`config.mk`:
```
export PLATFORM = sky130hd
export DESIGN_NAME = uart_tx_sched
export DESIGN_NICKNAME = d
export VERILOG_FILES = /design/src/rtl/uart_arb_pkg.sv /design/src/rtl/uart_tx_shifter.sv /design/src/rtl/uart_tx_sched.sv
export SDC_FILE = /design/constraint.sdc
export NUM_CORES = 1
export LEC_CHECK = 0
export ABC_AREA = 1
export CAP_MARGIN = 20
export CORE_MARGIN = 1.5
export CORE_UTILIZATION = 53
export DETAILED_ROUTE_END_ITERATION = 8
export GPL_ROUTABILITY_DRIVEN = 0
export PLACE_DENSITY = 0.81
export SETUP_SLACK_MARGIN = 0.1
export SYNTH_ARGS = -nofsm -noshare
export SYNTH_HDL_FRONTEND = slang
export SYNTH_SLANG_ARGS = --single-unit
```
`constraint.sdc`:
```
create_clock -name clk_in -period 1.6 [get_ports clk_in]
set_input_delay 0.32 -clock clk_in [delete_from_list [all_inputs] [get_ports clk_in]]
set_output_delay 0.32 -clock clk_in [all_outputs]
set_load 0.02 [all_outputs]
```
`src/rtl/uart_arb_pkg.sv`:
```
// Shared types and width helpers for the UART transmit scheduler and its shifter.
package uart_arb_pkg;

  localparam int unsigned UART_FRAME_BITS = 10;

  typedef enum logic [1:0] {
    ARB  = 2'd0,
    WAIT = 2'd1,
    SEND = 2'd2
  } state_t;

  function automatic int unsigned bit_cnt_w();
    return $clog2(UART_FRAME_BITS);
  endfunction

  function automatic int unsigned baud_cnt_w(input int unsigned cpb);
    return (cpb > 1) ? $clog2(cpb) : 1;
  endfunction

endpackage

```
`src/rtl/uart_tx_shifter.sv`:
```
// 8N1 frame serialiser: start bit, d0..d7 LSB first, stop bit; done flags the last stop-bit cycle.
module uart_tx_shifter
  import uart_arb_pkg::*;
#(
  parameter int unsigned CLKS_PER_BIT = 434
) (
  input  logic       clk_in,
  input  logic       reset_in,
  input  logic       start,
  input  logic [7:0] data,
  output logic       tx,
  output logic       done
);

  localparam int unsigned BW = baud_cnt_w(CLKS_PER_BIT);
  localparam int unsigned IW = bit_cnt_w();
  localparam logic [BW-1:0] BAUD_MAX = BW'(CLKS_PER_BIT - 1);
  localparam logic [IW-1:0] IDX_STOP = IW'(UART_FRAME_BITS - 1);

  logic          active, active_nx;
  logic          tx_nx, done_nx;
  logic [7:0]    shreg, shreg_nx;
  logic [IW-1:0] bit_idx, bit_idx_nx;
  logic [BW-1:0] baud, baud_nx;

  always_comb begin
    active_nx  = active;
    tx_nx      = tx;
    shreg_nx   = shreg;
    bit_idx_nx = bit_idx;
    baud_nx    = baud;
    if (!active) begin
      tx_nx = 1'b1;
      if (start) begin
        active_nx  = 1'b1;
        tx_nx      = 1'b0;
        shreg_nx   = data;
        bit_idx_nx = '0;
        baud_nx    = '0;
      end
    end else if (baud != BAUD_MAX) begin
      baud_nx = BW'(baud + 1'b1);
    end else begin
      baud_nx = '0;
      if (bit_idx == IDX_STOP) begin
        active_nx = 1'b0;
        tx_nx     = 1'b1;
      end else begin
        bit_idx_nx = IW'(bit_idx + 1'b1);
        if (bit_idx_nx == IDX_STOP) begin
          tx_nx = 1'b1;
        end else begin
          tx_nx    = shreg[0];
          shreg_nx = {1'b0, shreg[7:1]};
        end
      end
    end
    // done is registered, so it is derived from the state the next cycle will be in
    done_nx = active_nx && (bit_idx_nx == IDX_STOP) && (baud_nx == BAUD_MAX);
  end

  always_ff @(posedge clk_in) begin
    if (!reset_in) begin
      active  <= 1'b0;
      tx      <= 1'b1;
      done    <= 1'b0;
      shreg   <= '0;
      bit_idx <= '0;
      baud    <= '0;
    end else begin
      active  <= active_nx;
      tx      <= tx_nx;
      done    <= done_nx;
      shreg   <= shreg_nx;
      bit_idx <= bit_idx_nx;
      baud    <= baud_nx;
    end
  end

endmodule

```
`src/rtl/uart_tx_sched.sv`:
```
// Round-robin, packet-locked sharing of one UART tx line among NUM_REQ byte streams.
// Optional packet-lock timeout enabled by defining UART_ARB_TIMEOUT_EN.
module uart_tx_sched
  import uart_arb_pkg::*;
#(
  parameter int unsigned NUM_REQ        = 2,
  parameter int unsigned CLKS_PER_BIT   = 434,
  parameter int unsigned TIMEOUT_CYCLES = 4096
) (
  input  logic                       clk_in,
  input  logic                       reset_in,
  input  logic [NUM_REQ-1:0]         req_valid,
  input  logic [8*NUM_REQ-1:0]       req_data,
  input  logic [NUM_REQ-1:0]         req_last,
  output logic [NUM_REQ-1:0]         req_ready,
  output logic                       uart_tx,
  output logic                       busy,
  output logic [$clog2(NUM_REQ)-1:0] grant_id,
  output logic                       timeout
);

  localparam int unsigned GW = $clog2(NUM_REQ);

  if (NUM_REQ < 2 || NUM_REQ > 8 || CLKS_PER_BIT < 1 || TIMEOUT_CYCLES < 1) begin : g_bad_param
    $error("uart_tx_sched: parameter out of range");
  end

  state_t               state, state_nx;
  logic [GW-1:0]        rr_ptr, rr_nx, grant_nx, pick;
  logic                 last_q, last_nx;
  logic [NUM_REQ-1:0]   ready_nx;
  logic                 busy_nx, timeout_nx;
  logic                 found, accept_c, shift_done, to_hit;
  int unsigned          cand;

  function automatic logic [GW-1:0] next_idx(input logic [GW-1:0] g);
    return (g == GW'(NUM_REQ - 1)) ? '0 : GW'(g + 1'b1);
  endfunction

  assign accept_c = (state == WAIT) && req_valid[grant_id] && req_ready[grant_id];

  // First valid requester at or after rr_ptr, wrapping
  always_comb begin
    pick  = rr_ptr;
    found = 1'b0;
    cand  = 0;
    for (int unsigned k = 0; k < NUM_REQ; k++) begin
      cand = 32'(rr_ptr) + k;
      if (cand >= NUM_REQ) cand = cand - NUM_REQ;
      if (!found && req_valid[GW'(cand)]) begin
        pick  = GW'(cand);
        found = 1'b1;
      end
    end
  end

`ifdef UART_ARB_TIMEOUT_EN
  localparam int unsigned CW = (TIMEOUT_CYCLES > 1) ? $clog2(TIMEOUT_CYCLES) : 1;
  logic [CW-1:0] to_cnt, to_cnt_nx;

  assign to_hit    = (state == WAIT) && !accept_c && (to_cnt == CW'(TIMEOUT_CYCLES - 1));
  assign to_cnt_nx = ((state == WAIT) && !accept_c && !to_hit) ? CW'(to_cnt + 1'b1) : '0;

  always_ff @(posedge clk_in) begin
    if (!reset_in) to_cnt <= '0;
    else           to_cnt <= to_cnt_nx;
  end
`else
  assign to_hit = 1'b0;
`endif

  // Next state
  always_comb begin
    state_nx = state;
    case (state)
      ARB:     if (|req_valid) state_nx = WAIT;
      WAIT:    if (accept_c) state_nx = SEND;
               else if (to_hit) state_nx = ARB;
      SEND:    if (shift_done) state_nx = last_q ? ARB : WAIT;
      default: state_nx = ARB;
    endcase
  end

  // Next values of the registered outputs and arbitration bookkeeping
  always_comb begin
    grant_nx   = grant_id;
    rr_nx      = rr_ptr;
    last_nx    = last_q;
    timeout_nx = to_hit;
    if (state == ARB && found) grant_nx = pick;
    if (accept_c) last_nx = req_last[grant_id];
    if ((state == SEND && shift_done && last_q) || to_hit) rr_nx = next_idx(grant_id);
    ready_nx = (state_nx == WAIT) ? (NUM_REQ'(1) << grant_nx) : '0;
    busy_nx  = (state_nx != ARB);
  end

  always_ff @(posedge clk_in) begin
    if (!reset_in) begin
      state     <= ARB;
      rr_ptr    <= '0;
      grant_id  <= '0;
      last_q    <= 1'b0;
      req_ready <= '0;
      busy      <= 1'b0;
      timeout   <= 1'b0;
    end else begin
      state     <= state_nx;
      rr_ptr    <= rr_nx;
      grant_id  <= grant_nx;
      last_q    <= last_nx;
      req_ready <= ready_nx;
      busy      <= busy_nx;
      timeout   <= timeout_nx;
    end
  end

  uart_tx_shifter #(
    .CLKS_PER_BIT(CLKS_PER_BIT)
  ) u_shifter (
    .clk_in  (clk_in),
    .reset_in(reset_in),
    .start   (accept_c),
    .data    (req_data[{grant_id, 3'b000} +: 8]),
    .tx      (uart_tx),
    .done    (shift_done)
  );

endmodule

```
Yosys cells after proc, flatten, opt, wreduce, memory -nomap -nowiden --
Index checks and enable logic that the tools add are counted.
Storage, ports and cells: register bits after elaboration 32, input bits 22
Cells by class: $add $sub $neg 6, magnitude comparators 5, eq/ne operators 11, shifts and indexed selects 2, mux-type cells 44, reduce and logical (&&, ||, !) cells 15
Operators by type and width (number):
- $mux W8 | 5
- $mux W1 | 28
- $mux W9 | 3
- $mux W4 | 4
- $shiftx A16 B5 Y8 | 1
- $eq A4 B4 Y1 const B | 3
- $add A9 B1 Y9 const B | 1
- $eq A9 B9 Y1 const B | 1
- $ne A9 B9 Y1 const B | 1
- $logic_and A1 B1 Y1 | 8
- $lt A1 B2 Y1 const B | 3
- $mux W2 | 3
- $ne A2 B2 Y1 const B | 3
- $pmux W2 S3 | 1
- $add A4 B1 Y4 const B | 1
- $eq A2 B1 Y1 const B | 2
- $reduce_and A4 Y1 | 1
- $reduce_bool A2 Y1 | 2
- $add A1 B1 Y2 const B | 1
- $eq A2 B2 Y1 const B | 1
- $ge A1 B2 Y1 const B | 1
- $ge A2 B2 Y1 const B | 1
- $logic_not A2 Y1 | 1
- $reduce_and A2 Y1 | 1
- other kinds (5) | 6

Longest topological paths before layout --
Gate-level depths: netlist of run 1.
depth after elaboration 11, mapped depth 13

Hierarchy --
A second synthesis of run 1 with hierarchy kept.
Unflattened totals: cells, all modules 307, area total of the unflattened synthesis 1933.1 um^2
By module, submodules not included:
- uart_tx_shifter | times used 1, cells an instance 225, area an instance 1460.2 um^2, sequential area each 480.5 um^2
- uart_tx_sched | times used 1, cells an instance 82, area an instance 473.0 um^2, sequential area each 160.2 um^2

Worst setup path before layout of run 1 --
OpenSTA, ideal clock, no wires.
kind register to register, start point register u_shifter.baud[0], end point register u_shifter.shreg[0], setup time 0.113 ns, data arrival time 1.339 ns, data required time 1.487 ns, setup slack 0.148 ns, stages on the path, launching flop included 13, period minus slack after synthesis 1.452 ns, cells stage by stage dfxtp_1 > ha_1 > nand2_1 > nor2_1 > nand3_2 > inv_2 > nand2_2 > inv_2 > nand2_2 > o21ai_4 > inv_6 > nor2_1 > nor2_1
On the way: cells in the longest elaborated chain, start to end 3
Ends and longest elaborated chain:
- from (decl) | RTL line uart_tx_shifter.sv:24 | logic [BW-1:0] baud, baud_nx;
- from (signal assigned) | RTL line uart_tx_shifter.sv:76 | baud <= baud_nx;
- $ne A9 B9 Y1 | RTL line uart_tx_shifter.sv:41 | end else if (baud != BAUD_MAX) begin
- $ne A2 B2 Y1 (no line)
- $reduce_and A4 Y1 (no line)
- to (signal assigned) | RTL line uart_tx_shifter.sv:74 | shreg <= shreg_nx;
- to (decl) | RTL line uart_tx_shifter.sv:22 | logic [7:0] shreg, shreg_nx;
No other way between the ends. A chain may end at the register's enable or synchronous reset.

Worst setup path after layout of run 1 --
start point register u_shifter.baud[1], end point register u_shifter.shreg[3]
Same word-level chain as after synthesis.

==> flow_summary_export.csv, run 1 <==
group,metric,value,unit
logic_synthesis,synth_area_leader_cell,"dfxtp_1",
routing,drc,0,
logic_synthesis,synthTopCellsByArea,"dfxtp_1 (36%), nand2_1 (14%), nor2_1 (10%), inv_1 (7.3%), nand3_1 (6.1%)",
cells_and_area,area_growth,42.7,%
logic_synthesis,synth_top_area_share,35.6,%
sta,slew_viol_final,0,
worst_setup_path,end_kind,"flop",
clock_network,clkTransAtPathRegs,0.10,ns
place,dp.cells,371,
die,initial_core_util,57.6,%
clock_network,cts_max_level,2,
clock_network,cts.sinks,32,
power_and_ir_drop,p_leak,0.00116,uW
clock_network,insertion_delay,0.34,ns
cells_and_area,final_common_cell,"nand2_1",
place,preCtsSetupSlack,-0.293,ns
cells_and_area,multi_input_area,1120,um2
sta,rsz0062_at_grt,"yes",
clock_network,numCtsBuffers,5,
worst_setup_path,cp.required,1.88,ns
logic_synthesis,syn_avg_cell_area,6.43,um2
routing,wire_per_inst,12.4,um
cells_and_area,final_cells,384,
logic_synthesis,synthesis.nets,307,
die,die_area,3760,um2
logic_synthesis,yosysSeqAreaShare,35.6,%
worst_setup_path,max_stage_delay,0.34,ns
logic_synthesis,synth_cell_type_count,28,
power_and_ir_drop,powerDensity,707,nW/um2
worst_setup_path,cpMostUsedCell,"inv_2",
flow_run,maxCapViolCount,0,
clock_network,cts_buffer_depth,2,
worst_setup_path,cp_max_fo,5,
power_and_ir_drop,irDropWorstVdd,0.000434,V
routing,drtAntennaViolNets,0,
global_route,track_usage,26.9,%
die,rows,20,
logic_synthesis,syn_area,1800,um2
sta,worst_pin_slew,0.534,ns
cells_and_area,layout.nets,366,
place,hpwl,3160,um
die,chipHeight,61.3,um
routing,drt_iter0_drc,112,
logic_synthesis,synthCells,280,
global_route,grt_max_degree,16,
place,io_buffers,26,
routing,viasPerCell,5.18,
global_route,grt_pass1_wl,7530,um
logic_synthesis,synth_warnings,0,
worst_setup_path,start_kind,"flop",
logic_synthesis,ys_ff_latch,32,
clock_network,holdBufCountCts,0,
cells_and_area,design_area,2570,um2
outcome,status,"complete, no violations",
routing,num_vias,1989,
place,place_area,2300,um2
global_route,gr-total-overflow,0,
cells_and_area,fillers,200,
sta,fmax,632,MHz
global_route,antenna_found_initial,0,
sta,setup_violations,0,
worst_setup_path,cp_slowest_cell,"dfxtp_2",
routing,dr.pass1.iters,4,
cells_and_area,drive_above_1_share,27.1,%
sta,hold_viol_final,0,
sta,finClkSkew,0.00942,ns
clock_network,cts_tree,"done",
sta,layout_setup_ws,0.0170,ns
sta,slew_headroom,64.4,%
die,io_pins,28,
die,coreArea,3130,um2
cells_and_area,seq_area,651,um2
global_route,first_global_vias,1861,
cells_and_area,final_util,82.2,%
sta,min_period_over_period,98.9,%
die,die_w,61.3,um
worst_setup_path,path_cells,"inv_2, ha_4, nand2_4, nor2_4, nand3_2, inv_2, nand2_4, inv_2, nand2_2, o21ai_4, buf_6, o21ai_2, nor2_1",
sta,period_minus_slack,1.58,ns
clock_network,clockRootBuffer,"clkbuf_4",
routing,drt-total-wl,4770,um
min_path,hp-class,"flop to flop",
cells_and_area,n_antenna_cell,0,
cells_and_area,most-common-layout-cells,"nand2_1 (62), nor2_1 (40), inv_1 (32)",
worst_setup_path,criticalPathCategory,"flop to flop",
worst_setup_path,cp.arrival,1.87,ns
-- timing repair --
action	4_1_cts	5_1_grt
hold endpoints to repair	0	0
gates resized for setup	31	27
endpoints found under the setup margin	16	15
buffers inserted	3	2
pin swaps	6	15
-- routing by layer --
| layer | global-route usage [%] | share of wire [%] |
|---|---|---|
| met1 | 32.0 | 45 |
| met2 | 45.4 | 50 |
| met3 | 6.09 | 4.0 |
| met4 | 13.4 | 1.6 |
| met5 | 0 | 0 |
-- report_power, final --
group	leakage [uW]	internal (uW)	switching, uW
Combinational	0.000854	204	244
Sequential	0.000264	846	30.0
Clock	0.0000380	209	285
-- through the flow --
stage	TNS, ns	total power [uW]	hold WS [ns]
CTS	0	1800	0.458
floorplan	0	1110	0.423
finish	0	1820	0.456
global route	-0.367	1910	0.493
global placement	-2.76	1290	0.436
detailed placement	-4.06	1300	0.442
-- kinds of logic (layout without fill, tap and decap cells) --
group | after synthesis | count (layout) | share of synthesized area [%]
simple gates | 148 | 148 | 34.7
buf+inv | 47 | 107 | 10.5
compound gates | 44 | 44 | 14.0
flops | 32 | 32 | 35.6
fa+ha+maj | 5 | 5 | 3.47
xor+xnor | 3 | 3 | 1.46
other cells | 1 | 1 | 0.208
-- cells in the mapped netlist --
library cell   n
o21ai_4        1
xnor2_1        1
nor2_4         1
nand3_1       22
nand2_2        5
inv_1         35
xor2_1         2
a31oi_1        8
a21oi_1       12
clkbuf_1       4
nor2_1        48
o21ai_0       12
inv_6          1
o21ai_1        7
nand3_2        1
nand3b_1       1
dfxtp_1       32
conb_1         1
nand4_1        5
clkinv_1       1
nand2_1       65
inv_2          2
buf_2          3
o21ai_2        1
buf_4          1
ha_1           5
o21bai_1       2
o21a_1         1
-- layout make-up --
class / instances / share of cell area [%]
tap: 44 / 2.14
clock inverter: 2 / 0.389
clock buffer: 6 / 2.00
multi-input combinational: 201 / 43.5
sequential: 32 / 25.3
timing repair buffer: 60 / 20.8
inverter: 39 / 5.89
-- registers in the layout (all words and copies together), names as in the netlist, 2 cells and up --
signal and flops:
req_ready 2, u_shifter.baud 9, state 2, u_shifter.shreg 8, u_shifter.bit_idx 4
-- worst paths after layout --
check	from	to	slack, ns	cells past startpoint
min reg2reg	rr_ptr	rr_ptr	0.46	2
max reg2reg	u_shifter.baud[1]	u_shifter.shreg[3]	0.02	13
max	u_shifter.baud[1]	u_shifter.shreg[3]	0.02	13
min	rr_ptr	rr_ptr	0.46	2
-- critical path, delay by kind of cell (launching register included) --
kind / cells / cell delay [ns]
adders and majority gates: 1 / 0.13
AOI/OAI and AO/OA: 2 / 0.19
DFF: 1 / 0.34
buffers and inverters: 4 / 0.38
and+or+nand+nor: 6 / 0.47
No activity file was read; power rests on OpenSTA's default activity.
==> inputs of run 2 (changes only) <==
--- a/config.mk
+++ b/config.mk
@@ -7,12 +7,13 @@
 export LEC_CHECK = 0
 export ABC_AREA = 1
 export CAP_MARGIN = 20
-export CORE_MARGIN = 1.5
+export CORE_MARGIN = 4
 export CORE_UTILIZATION = 53
 export DETAILED_ROUTE_END_ITERATION = 8
 export GPL_ROUTABILITY_DRIVEN = 0
 export PLACE_DENSITY = 0.81
 export SETUP_SLACK_MARGIN = 0.1
+export SLEW_MARGIN = 40
 export SYNTH_ARGS = -nofsm -noshare
 export SYNTH_HDL_FRONTEND = slang
 export SYNTH_SLANG_ARGS = --single-unit
==> run 2 against run 1 <==
The run now ends with negative setup slack left. Critical path depth unchanged. Die area increased by 17%. Combinational power increased by 3%. Global-route usage decreased by 1.1 points. Largest power group unchanged.
==> flow_summary_export.csv, run 2 (same netlist as run 1, synthesis figures left out) <==
group,metric,value,unit
routing,drt_iter0_drc,168,
clock_network,cts.sinks,32,
min_path,hp-class,"flop to flop",
power_and_ir_drop,powerDensity,704,nW/um2
sta,slew_viol_final,0,
cells_and_area,largest_reg_flops,9,
routing,num_vias,2083,
worst_setup_path,criticalPathCategory,"flop to flop",
die,die_w,66.3,um
sta,min_period_over_period,101,%
power_and_ir_drop,p_leak,0.00119,uW
min_path,min_delay_worst_endpoint,"last_q",
worst_setup_path,cp_max_fo,5,
sta,setup_violations,4,
worst_setup_path,cp.arrival,1.90,ns
cells_and_area,most-common-layout-cells,"nand2_1 (61), nor2_1 (43), buf_4 (31)",
worst_setup_path,reg2reg_depth,13,
cells_and_area,layout.nets,372,
cells_and_area,final_cells,390,
clock_network,insertion_delay,0.35,ns
routing,drtAntennaViolNets,0,
cells_and_area,final_common_cell,"nand2_1",
power_and_ir_drop,total_power,1850,uW
global_route,grt_pass1_wl,8600,um
worst_setup_path,r2r_start,"u_shifter.baud[1]",
worst_setup_path,start_kind,"flop",
routing,dr.pass1.iters,4,
sta,worst_hold_slack,0.498,ns
worst_setup_path,cp.required,1.88,ns
outcome,status,"finished, violations left",
die,io_pins,28,
worst_setup_path,cp_slowest_cell,"dfxtp_2",
worst_setup_path,path_cells,"inv_2, ha_4, nand2_4, nor2_4, nand3_2, inv_2, nand2_2, inv_2, nand2_4, o21ai_4, buf_6, o21ai_2, nor2_1",
clock_network,cts_tree,"done",
place,hpwl,3340,um
global_route,first_global_vias,2001,
worst_setup_path,end_kind,"flop",
worst_setup_path,rr_endpoint,"u_shifter.shreg[0]",
worst_setup_path,reg2reg_slack,-0.02,ns
cells_and_area,reg_top3,"u_shifter.baud (9), u_shifter.shreg (8), u_shifter.bit_idx (4)",
routing,drt-total-wl,5430,um
sta,period_minus_slack,1.62,ns
clock_network,clockRootBuffer,"clkbuf_4",
min_path,min-delay-start,"last_q",
die,initial_core_util,57.1,%
sta,fmax,617,MHz
global_route,gr-total-overflow,0,
min_path,worstHoldPathCells,2,
global_route,antenna_found_initial,0,
cells_and_area,drive_above_1_share,27.2,%
cells_and_area,fillers,206,
worst_setup_path,max_stage_delay,0.34,ns
die,rows,20,
routing,viasPerCell,5.34,
clock_network,clkTransAtPathRegs,0.10,ns
sta,layout_setup_ws,-0.0215,ns
sta,hold_viol_final,0,
sta,finClkSkew,0.0103,ns
worst_setup_path,path_buf_inv,4,
die,die_area,4390,um2
worst_setup_path,cpMostUsedCell,"inv_2",
cells_and_area,largest-register,"u_shifter.baud",
sta,slew_headroom,63.2,%
routing,wire_per_inst,13.9,um
global_route,track_usage,25.8,%
die,coreArea,3150,um2
place,dp.cells,374,
global_route,grt_max_degree,19,
sta,worst_pin_slew,0.552,ns
power_and_ir_drop,irDropWorstVdd,0.000583,V
clock_network,holdBufCountCts,0,
worst_setup_path,cp_top_family,"simple AND/OR/NAND/NOR gates",
flow_run,maxCapViolCount,0,
clock_network,cts_buffer_depth,2,
outcome,violations,"negative setup slack",
clock_network,cts_max_level,2,
sta,rsz0062_at_grt,"yes",
cells_and_area,area_growth,45.7,%
place,preCtsSetupSlack,-0.278,ns
cells_and_area,n_antenna_cell,0,
clock_network,numCtsBuffers,5,
die,chipHeight,66.3,um
place,io_buffers,26,
routing,drc,0,
run 2: layout make-up:
| class | instances | area [um2] | area share [%] |
|---|---|---|---|
| Tap cell | 44 | 55.1 | 2.10 |
| Inverter | 39 | 151 | 5.77 |
| Clock buffer | 6 | 51.3 | 1.96 |
| Multi-Input combinational cell | 201 | 1110 | 42.4 |
| Clock inverter | 2 | 10.0 | 0.382 |
| Timing Repair Buffer | 66 | 588 | 22.4 |
| Sequential cell | 32 | 656 | 25.0 |
run 2: per-stage QoR:
stage | utilization [%] | instance area (um2) | TNS, ns
final | 83.2 | 2620 | -0.0364
after global routing | 83.2 | 2620 | -0.883
after CTS | 80.4 | 2530 | 0
after detailed placement | 73.5 | 2320 | -3.48
after global placement | 73.5 | 2320 | -2.68
after floorplan | - | 1800 | 0
run 2: how the worst max path moves through the flow:
stage | slack, ns | to | cells after the start | startpoint
after floorplan | 0.15 | u_shifter.shreg[0] | 12 | u_shifter.baud[0]
after global placement | -0.23 | u_shifter.done | 12 | req_valid[0]
after detailed placement | -0.28 | u_shifter.done | 12 | req_valid[1]
after CTS | 0.06 | u_shifter.shreg[0] | 13 | u_shifter.baud[1]
after global routing | -0.12 | u_shifter.shreg[0] | 13 | u_shifter.baud[1]
final | -0.02 | u_shifter.shreg[0] | 13 | u_shifter.baud[1]
run 2: worst register-to-register path: stages (launching register included):
cell and delay, ns:
dfxtp_2 0.34, inv_2 0.08, ha_4 0.15, nand2_4 0.05, nor2_4 0.10, nand3_2 0.10
inv_2 0.08, nand2_2 0.06, inv_2 0.09, nand2_4 0.06, o21ai_4 0.14, buf_6 0.16
o21ai_2 0.05, nor2_1 0.10
run 2: what timing repair did:
action / 4_1_cts / 5_1_grt
resized for setup: 36 / 30
pin swaps: 14 / 12
endpoints found under the setup margin: 17 / 17
cloned: 0 / 0
setup buffers: 7 / 1
run 2: routing by layer:
metal,vias up,GRT usage (%),share of wire (%)
li1,1022,-,-
met1,958,27.2,40
met2,82,46.3,51
met3,21,5.78,6.0
met4,0,15.2,2.7
met5,-,0,0
run 2: power breakdown:
| group | switching (uW) | internal [uW] |
|---|---|---|
| clock network | 294 | 209 |
| logic | 248 | 214 |
| registers | 36.9 | 846 |
| total | 579 | 1270 |
